File: config.mk
export PLATFORM = sky130hd
export DESIGN_NAME = change_dispenser
export DESIGN_NICKNAME = d
export VERILOG_FILES = /design/src/rtl/change_dispenser.sv
export SDC_FILE = /design/constraint.sdc
export NUM_CORES = 1
export LEC_CHECK = 0
export CORE_MARGIN = 4
export CORE_UTILIZATION = 25
export DETAILED_ROUTE_END_ITERATION = 7
export GPL_TIMING_DRIVEN = 1
export HOLD_SLACK_MARGIN = 0.1
export SLEW_MARGIN = 0
export SYNTH_ARGS = -nofsm -noshare
export SYNTH_HDL_FRONTEND = slang
export SYNTH_SLANG_ARGS = --single-unit
export TNS_END_PERCENT = 100
File: constraint.sdc
create_clock -name clk -period 7.59 [get_ports clk]
set_clock_uncertainty 0.05 [all_clocks]
set_input_delay 0.759 -clock clk [delete_from_list [all_inputs] [get_ports clk]]
set_output_delay 0.759 -clock clk [all_outputs]
set_load 0.05 [all_outputs]
File: src/rtl/change_dispenser.sv
// Coin payout unit: pays a refund greedily in 10/5/1 coins over a valid/ready
// hopper handshake, tracking per-denomination inventory with saturating refill.
module change_dispenser #(
   parameter int INV_W   = 6,
   parameter int INIT_10 = 10,
   parameter int INIT_5  = 10,
   parameter int INIT_1  = 10
) (
   input  logic             clk,
   input  logic             reset,
   input  logic             req_valid,
   output logic             req_ready,
   input  logic [5:0]       req_amount,
   output logic             coin_valid,
   input  logic             coin_ready,
   output logic [3:0]       coin_value,
   input  logic             refill_valid,
   input  logic [1:0]       refill_denom,
   input  logic [INV_W-1:0] refill_count,
   output logic             done,
   output logic [5:0]       paid_total,
   output logic [5:0]       shortfall,
   output logic [INV_W-1:0] inv_10,
   output logic [INV_W-1:0] inv_5,
   output logic [INV_W-1:0] inv_1
);

   typedef enum logic [1:0] {IDLE, PICK, ISSUE, DONE} state_t;

   state_t           state_q, state_d;
   logic [5:0]       rem_q, rem_d, paid_q, paid_d;
   logic [5:0]       paid_total_q, paid_total_d, shortfall_q, shortfall_d;
   logic [3:0]       coin_value_q, coin_value_d;
   logic             req_ready_q, coin_valid_q, done_q;
   logic [INV_W-1:0] inv_10_q, inv_5_q, inv_1_q;
   logic [3:0]       pick;
   logic             hs;

   // Inventory update: handshake decrement plus refill, clamped at the counter maximum.
   function automatic logic [INV_W-1:0] inv_next(input logic [INV_W-1:0] inv,
                                                 input logic             dec,
                                                 input logic [INV_W-1:0] add);
      logic [INV_W:0] sum;
      sum = {1'b0, inv} - {{INV_W{1'b0}}, dec} + {1'b0, add};
      if (sum[INV_W]) return '1;
      return sum[INV_W-1:0];
   endfunction

   assign hs = coin_valid_q & coin_ready;

   always_comb begin
      pick = 4'd0;
      if (rem_q >= 6'd10 && inv_10_q != '0)     pick = 4'd10;
      else if (rem_q >= 6'd5 && inv_5_q != '0)  pick = 4'd5;
      else if (rem_q != 6'd0 && inv_1_q != '0)  pick = 4'd1;
   end

   always_comb begin
      state_d      = state_q;
      rem_d        = rem_q;
      paid_d       = paid_q;
      coin_value_d = coin_value_q;
      paid_total_d = paid_total_q;
      shortfall_d  = shortfall_q;
      case (state_q)
         IDLE: if (req_valid) begin
            rem_d   = req_amount;
            paid_d  = 6'd0;
            state_d = (req_amount == 6'd0) ? DONE : PICK;
         end
         PICK: if (pick == 4'd0) state_d = DONE;
               else begin
                  coin_value_d = pick;
                  state_d      = ISSUE;
               end
         ISSUE: if (coin_ready) begin
            rem_d        = rem_q - {2'b00, coin_value_q};
            paid_d       = paid_q + {2'b00, coin_value_q};
            coin_value_d = 4'd0;
            state_d      = (rem_d == 6'd0) ? DONE : PICK;
         end
         default: state_d = IDLE;
      endcase
      // Results are captured on entry so they appear together with the done pulse.
      if (state_d == DONE && state_q != DONE) begin
         paid_total_d = paid_d;
         shortfall_d  = rem_d;
      end
   end

   always_ff @(posedge clk) begin
      if (reset) begin
         state_q      <= IDLE;
         rem_q        <= '0;
         paid_q       <= '0;
         coin_value_q <= '0;
         paid_total_q <= '0;
         shortfall_q  <= '0;
         req_ready_q  <= 1'b1;
         coin_valid_q <= 1'b0;
         done_q       <= 1'b0;
         inv_10_q     <= INV_W'(INIT_10);
         inv_5_q      <= INV_W'(INIT_5);
         inv_1_q      <= INV_W'(INIT_1);
      end else begin
         state_q      <= state_d;
         rem_q        <= rem_d;
         paid_q       <= paid_d;
         coin_value_q <= coin_value_d;
         paid_total_q <= paid_total_d;
         shortfall_q  <= shortfall_d;
         req_ready_q  <= (state_d == IDLE);
         coin_valid_q <= (state_d == ISSUE);
         done_q       <= (state_d == DONE);
         inv_10_q     <= inv_next(inv_10_q, hs && coin_value_q == 4'd10,
                                  (refill_valid && refill_denom == 2'd2) ? refill_count : '0);
         inv_5_q      <= inv_next(inv_5_q, hs && coin_value_q == 4'd5,
                                  (refill_valid && refill_denom == 2'd1) ? refill_count : '0);
         inv_1_q      <= inv_next(inv_1_q, hs && coin_value_q == 4'd1,
                                  (refill_valid && refill_denom == 2'd0) ? refill_count : '0);
      end
   end

   assign req_ready  = req_ready_q;
   assign coin_valid = coin_valid_q;
   assign coin_value = coin_value_q;
   assign done       = done_q;
   assign paid_total = paid_total_q;
   assign shortfall  = shortfall_q;
   assign inv_10     = inv_10_q;
   assign inv_5      = inv_5_q;
   assign inv_1      = inv_1_q;

endmodule

Word-level counts from Yosys, hierarchy flattened
Cells that the tools add are included.
{ "totals": {"in_bits": 19, "n_memories": 0, "out_inout_bits": 37, "latch_bits": 0, "romBits": 0, "register_bits": 51, "word_cells": 90, "ramBits": 0} }
{ "classes": {"add_sub_neg": 8, "bitwise": 1, "magnitude_cmp": 2, "mul": 0, "shifts": 0, "n_div": 0, "n_reduce_logical": 22, "n_mux": 33, "n_eq_ne": 12} }
{ "ops": {"columns": ["op", "count"], "rows": [
  ["two-way mux 6 bit", 13],
  ["one-hot mux 6 bit (2 select lines)", 2],
  ["nonzero test 6 bit", 4],
  ["adder 7 x 6 -> 7 bit", 3],
  ["subtractor 6 x 1 -> 7 bit", 3],
  ["logical NOT 6 bit", 2],
  ["two-way mux 4 bit", 3],
  ["logical AND 1 bit", 10],
  ["equality test 2 bit, second input constant", 4],
  ["two-way mux 1 bit", 8],
  ["two-way mux 2 bit", 4],
  ["one-hot mux 4 bit (2 select lines)", 1],
  ["adder 6 x 4 -> 6 bit", 1],
  [">= comparator 6 x 3 -> 1 bit, second input constant", 1],
  [">= comparator 6 x 4 -> 1 bit, second input constant", 1],
  ["logical NOT 2 bit", 3],
  ["!= test 2 bit, second input constant", 3],
  ["one-hot mux 2 bit (3 select lines)", 1],
  ["subtractor 6 x 4 -> 6 bit", 1],
  ["equality test 2 x 1 -> 1 bit, second input constant", 2],
  ["equality test 4 x 1 -> 1 bit, second input constant", 1],
  ["equality test 4 x 3 -> 1 bit, second input constant", 1],
  ["equality test 4 bit, second input constant", 1],
  ["logical NOT 4 bit", 1],
  ["4 further kinds", 4]
]} }

Depth between registers and ports, before layout
{ "logic_depth": {"ltp_word": 10, "mapped_depth": 14, "depth_no_buf": 14} }

Least setup slack after synthesis
No wires, ideal clock.
{ "synth_timing": {"kind": "flip-flop to flip-flop", "startpoint": "register coin_value_q[1], in the netlist coin_value[1]", "endpoint": "register inv_10_q[0], in the netlist inv_10[0]", "arrival_time_ns": 3.047, "stages_incl_launch_ff": 13, "setup_ns": 0.132, "required_time_ns": 7.408, "slack_ns": 4.361, "path_buffers": 0, "synth_period_minus_slack_ns": 3.229, "cell_sequence": "dfxtp_1 > inv_1 > nor4_1 > ha_1 > inv_1 > ha_1 > fa_1 > a21o_1 > a21oi_1 > o21bai_1 > a21oi_1 > xor2_1 > a21oi_1"} }
{ "synth_between": {"elab_chain_len": 7} }
{ "synth_lines": {"columns": ["element", "line", "text"], "rows": [
  ["start: declaration", "33", "logic [3:0] coin_value_q, coin_value_d;"],
  ["start signal: assignment", "109", "coin_value_q <= coin_value_d;"],
  ["equality test 4 bit *", "115", "inv_10_q <= inv_next(inv_10_q, hs && coin_value_q == 4'd10,"],
  ["logical AND 1 bit *", "115", null],
  ["subtractor 6 x 1 -> 7 bit *", "44", "sum = {1'b0, inv} - {{INV_W{1'b0}}, dec} + {1'b0, add};"],
  ["adder 7 x 6 -> 7 bit *", "44", null],
  ["two-way mux 1 bit", "45", "if (sum[INV_W]) return '1;"],
  ["two-way mux 1 bit", "92", "if (reset) begin"],
  ["two-way mux 6 bit *", "46", "return sum[INV_W-1:0];"],
  ["end signal: assignment", "102", "inv_10_q <= INV_W'(INIT_10);"],
  ["end signal: assignment", "115", null],
  ["end: declaration", "35", "logic [INV_W-1:0] inv_10_q, inv_5_q, inv_1_q;"]
]} }
Mark *: on every way between the ends. The rest lies on a longest branch, timed or not. The select of a mux whose other input is x is not followed.
A chain may end at the register's enable or synchronous reset.

Final worst setup path
{ "layout_timing": {"startpoint": "input refill_valid", "endpoint": "register inv_1_q[5], in the netlist inv_1[5]"} }
{ "layout_between": {"elab_chain_len": 6} }
{ "layout_lines": {"columns": ["element", "line", "text"], "rows": [
  ["start: declaration", "17", "input logic refill_valid,"],
  ["logical AND 1 bit *", "120", "(refill_valid && refill_denom == 2'd0) ? refill_count : '0);"],
  ["two-way mux 6 bit *", "120", null],
  ["adder 7 x 6 -> 7 bit *", "44", null],
  ["two-way mux 1 bit", "45", null],
  ["two-way mux 1 bit", "92", null],
  ["two-way mux 6 bit *", "46", null],
  ["end signal: assignment", "104", "inv_1_q <= INV_W'(INIT_1);"],
  ["end signal: assignment", "119", "inv_1_q <= inv_next(inv_1_q, hs && coin_value_q == 4'd1,"],
  ["end: declaration", "35", null]
]} }
Marks and branches as above.

==> reports/metrics.csv <==
metric,value,unit
run_status,"complete, no violations",
worstPathBufferInverterCount,3,
detail_route.wl_per_cell,13.5,um
critical_path_required,7.71,ns
core-area,0.0139,mm2
synth_top_flop_cell,dfxtp_1,
netlist_area,0.00358,mm2
crit_path_cell_trace,clkdlybuf4s50_1 -> nor3b_1 -> nand2_1 -> ha_1 -> inv_1 -> ha_1 -> inv_1 -> fa_1 -> nor2b_1 -> o21ai_0 -> a21boi_0 -> o21a_1 -> or2_2 -> o211ai_1,
post_synth_main_area_contributors,"dfxtp_1, ha_1, inv_1, nor2b_1, nor2_1",
worst-r2r-cell-count,12,
yosys_warnings,0,
grt_overflow_total,0,
root_buffer_master,clkbuf_16,
yosys-top-cells-count,"inv_1, dfxtp_1, ha_1",
antennaDiodeCount,0,
startpoint_type,input pin,
route.detailed.drc,0,
cts_bufs_inserted,5,
drive_above_1_share,6.02,%
max_cap_viols,0,
postSynthAreaPerCell,8.28,um2
path_class,in2reg,
worst_setup_hold_path_clk_slew,0.07,ns
startpoint,refill_valid,
worst_pin_slew,0.775,ns
hold_class,reg2reg,
clock_latency,0.30,ns
fp.dieH,128,um
num_io_pins,56,
fp.dieW,128,um
netlist_instances,432,
final.setup.tns,0,ns
critical-path-max-stage-delay,0.60,ns
mappedNetlistNets,500,
max_slew_margin,48.2,%
synth_edf_count,0,
post-cts-setup-buffers,0,
crit_cells,14,
largest_net_degree_at_the_start_of_global_routing,53,
synth_async_sr_flop_share,0,%
place_area,0.00430,mm2
max_freq,257,MHz
drt-vias-per-instance,4.57,
yosys_top_cell_area_share,28.0,%
hold_start,rem_q[2],
worstReg2RegStart,coin_value[1],
ys_ff_latch,50,
initial_utilization,25.7,%
timing.final.hold_violations,0,
clock_path_buffers,2,
total_routing_usage_reported_by_global_routing,11.2,%
detailed_place_hpwl,7.02,mm
antenna_left,0,
globalplace.congestion,0.798,
cts_tree,done,
yosys.cell_types.count,48,
power.static_leakage,1.96,nW
htree_levels,2,
cts.sink_count,50,
final_min_period_over_clock_period,51.3,%
firstDrtPassIters,4,
cts.hold.buffers_added,0,
io_buffer_count,55,
first_iter_violations,161,
post-route-min-period,3.89,ns
fin_nets,549,
synth_sequential_area_ratio,28.0,%
finalSetupViolations,0,
vias,3023,
vdd.ir_drop.worst,0.139,mV
first_global_vias,3061,
cpMaxStageDelayCell,nor3b_1,
yosys.area.top_type,dfxtp_1,
path_max_fanout,7,
design_area,0.00447,mm2
timing.hold.worst_path_depth,2,
arrival_time_of_the_worst_setup_path,4.01,ns
cpLargestDelayFamily,simple AND/OR/NAND/NOR gates,
pins_over_slew_limit,0,
fp.dieArea,0.0163,mm2
rows,43,
grt_pass1_wl,14.9,mm
cts_resized,0,
antenna_violations_before_repair,0,
wl,8.93,mm
power_per_cell_area,386,mW/mm2
yosysMostFrequentCell,inv_1,
grt_setup_unrepaired,false,
syn2layout_area_growth,24.9,%
worstSetupEndpointType,flip-flop,
metrics by stage:
step	std cells	utilization, %	power [mW]	hold WS [ns]	worst slack (ns)
6_report	662	32.1	1.72	0.512	3.70
5_1_grt	662	32.1	1.86	0.543	3.52
4_1_cts	662	32.1	1.74	0.516	3.73
3_5_place_dp	654	30.8	1.47	0.503	3.43
3_3_place_gp	654	30.8	1.45	0.499	3.56
2_1_floorplan	432	-	1.20	0.436	4.36
layer usage:
layer  GRT usage, %  share of wire (%)  vias to the layer above
met4           2.68                1.1                        0
met5              0                  0                        -
li1               -                  -                     1551
met1           14.1                 45                     1404
met3           2.68                5.7                        8
met2           19.4                 48                       60
final timing paths:
| kind | endpoint | slack (ns) |
|---|---|---|
| setup / recovery | inv_1[5] | 3.70 |
| hold / removal | rem_q[2] | 0.51 |
| setup reg to reg | inv_10[2] | 4.23 |
| hold reg to reg | rem_q[2] | 0.51 |
state kept, by name, summed over array words and instances, names as in the netlist:
register    count
inv_10          6
inv_1           6
inv_5           6
paid_q          6
paid_total      6
rem_q           6
shortfall       6
coin_value      3
state_q         2
coin_valid      1
done            1
req_ready       1
final cells by class:
class                           count  area [um2]
Fill cell                        1415        9470
Multi-Input combinational cell    302        2260
Timing Repair Buffer               56         558
Clock inverter                      3        47.5
Inverter                           66         248
Sequential cell                    50        1000
Tap cell                          180         225
Clock buffer                        5         125
kinds of logic (layout without fill, tap and decap cells):
family | after synthesis | count (layout) | share of synthesized area [%]
adder cells (fa/ha/maj) | 49 | 49 | 18.2
AO/OA/AOI/OAI | 83 | 83 | 15.5
flip-flops | 50 | 50 | 28.0
buffers and inverters | 80 | 130 | 8.74
multiplexers | 16 | 16 | 5.77
XOR/XNOR | 14 | 14 | 3.43
AND/OR/NAND/NOR | 140 | 140 | 20.4
placed cells by master, fill, tap and decap left out, types with 7 or more instances in the layout:
master,Yosys,final
xnor2_1,8,8
clkdlybuf4s50_1,0,55
nor2_1,37,37
ha_1,44,44
nor3_1,9,9
nor2b_1,27,27
a21oi_1,19,19
a21o_1,10,10
o21ai_0,17,17
nor4_1,7,7
mux2_4,8,8
inv_1,66,66
dfxtp_1,50,50
nand2_1,33,33
worst reg2reg max path: stages (launching register included):
cell	delay, ns
dfxtp_1	0.54
inv_1	0.24
nor4_1	0.36
ha_1	0.19
inv_1	0.04
ha_1	0.20
fa_1	0.41
a21o_1	0.18
a21oi_1	0.24
o21bai_1	0.10
a21oi_1	0.19
xor2_1	0.35
a21oi_1	0.14
where the power goes:
group,internal [mW],switching (mW),total [mW]
combinational,0.420,0.633,1.05
clock,0.157,0.106,0.263
sequential,0.334,0.0744,0.408
total,0.912,0.813,1.72
Note: power is estimated with default switching activity, not from simulation.
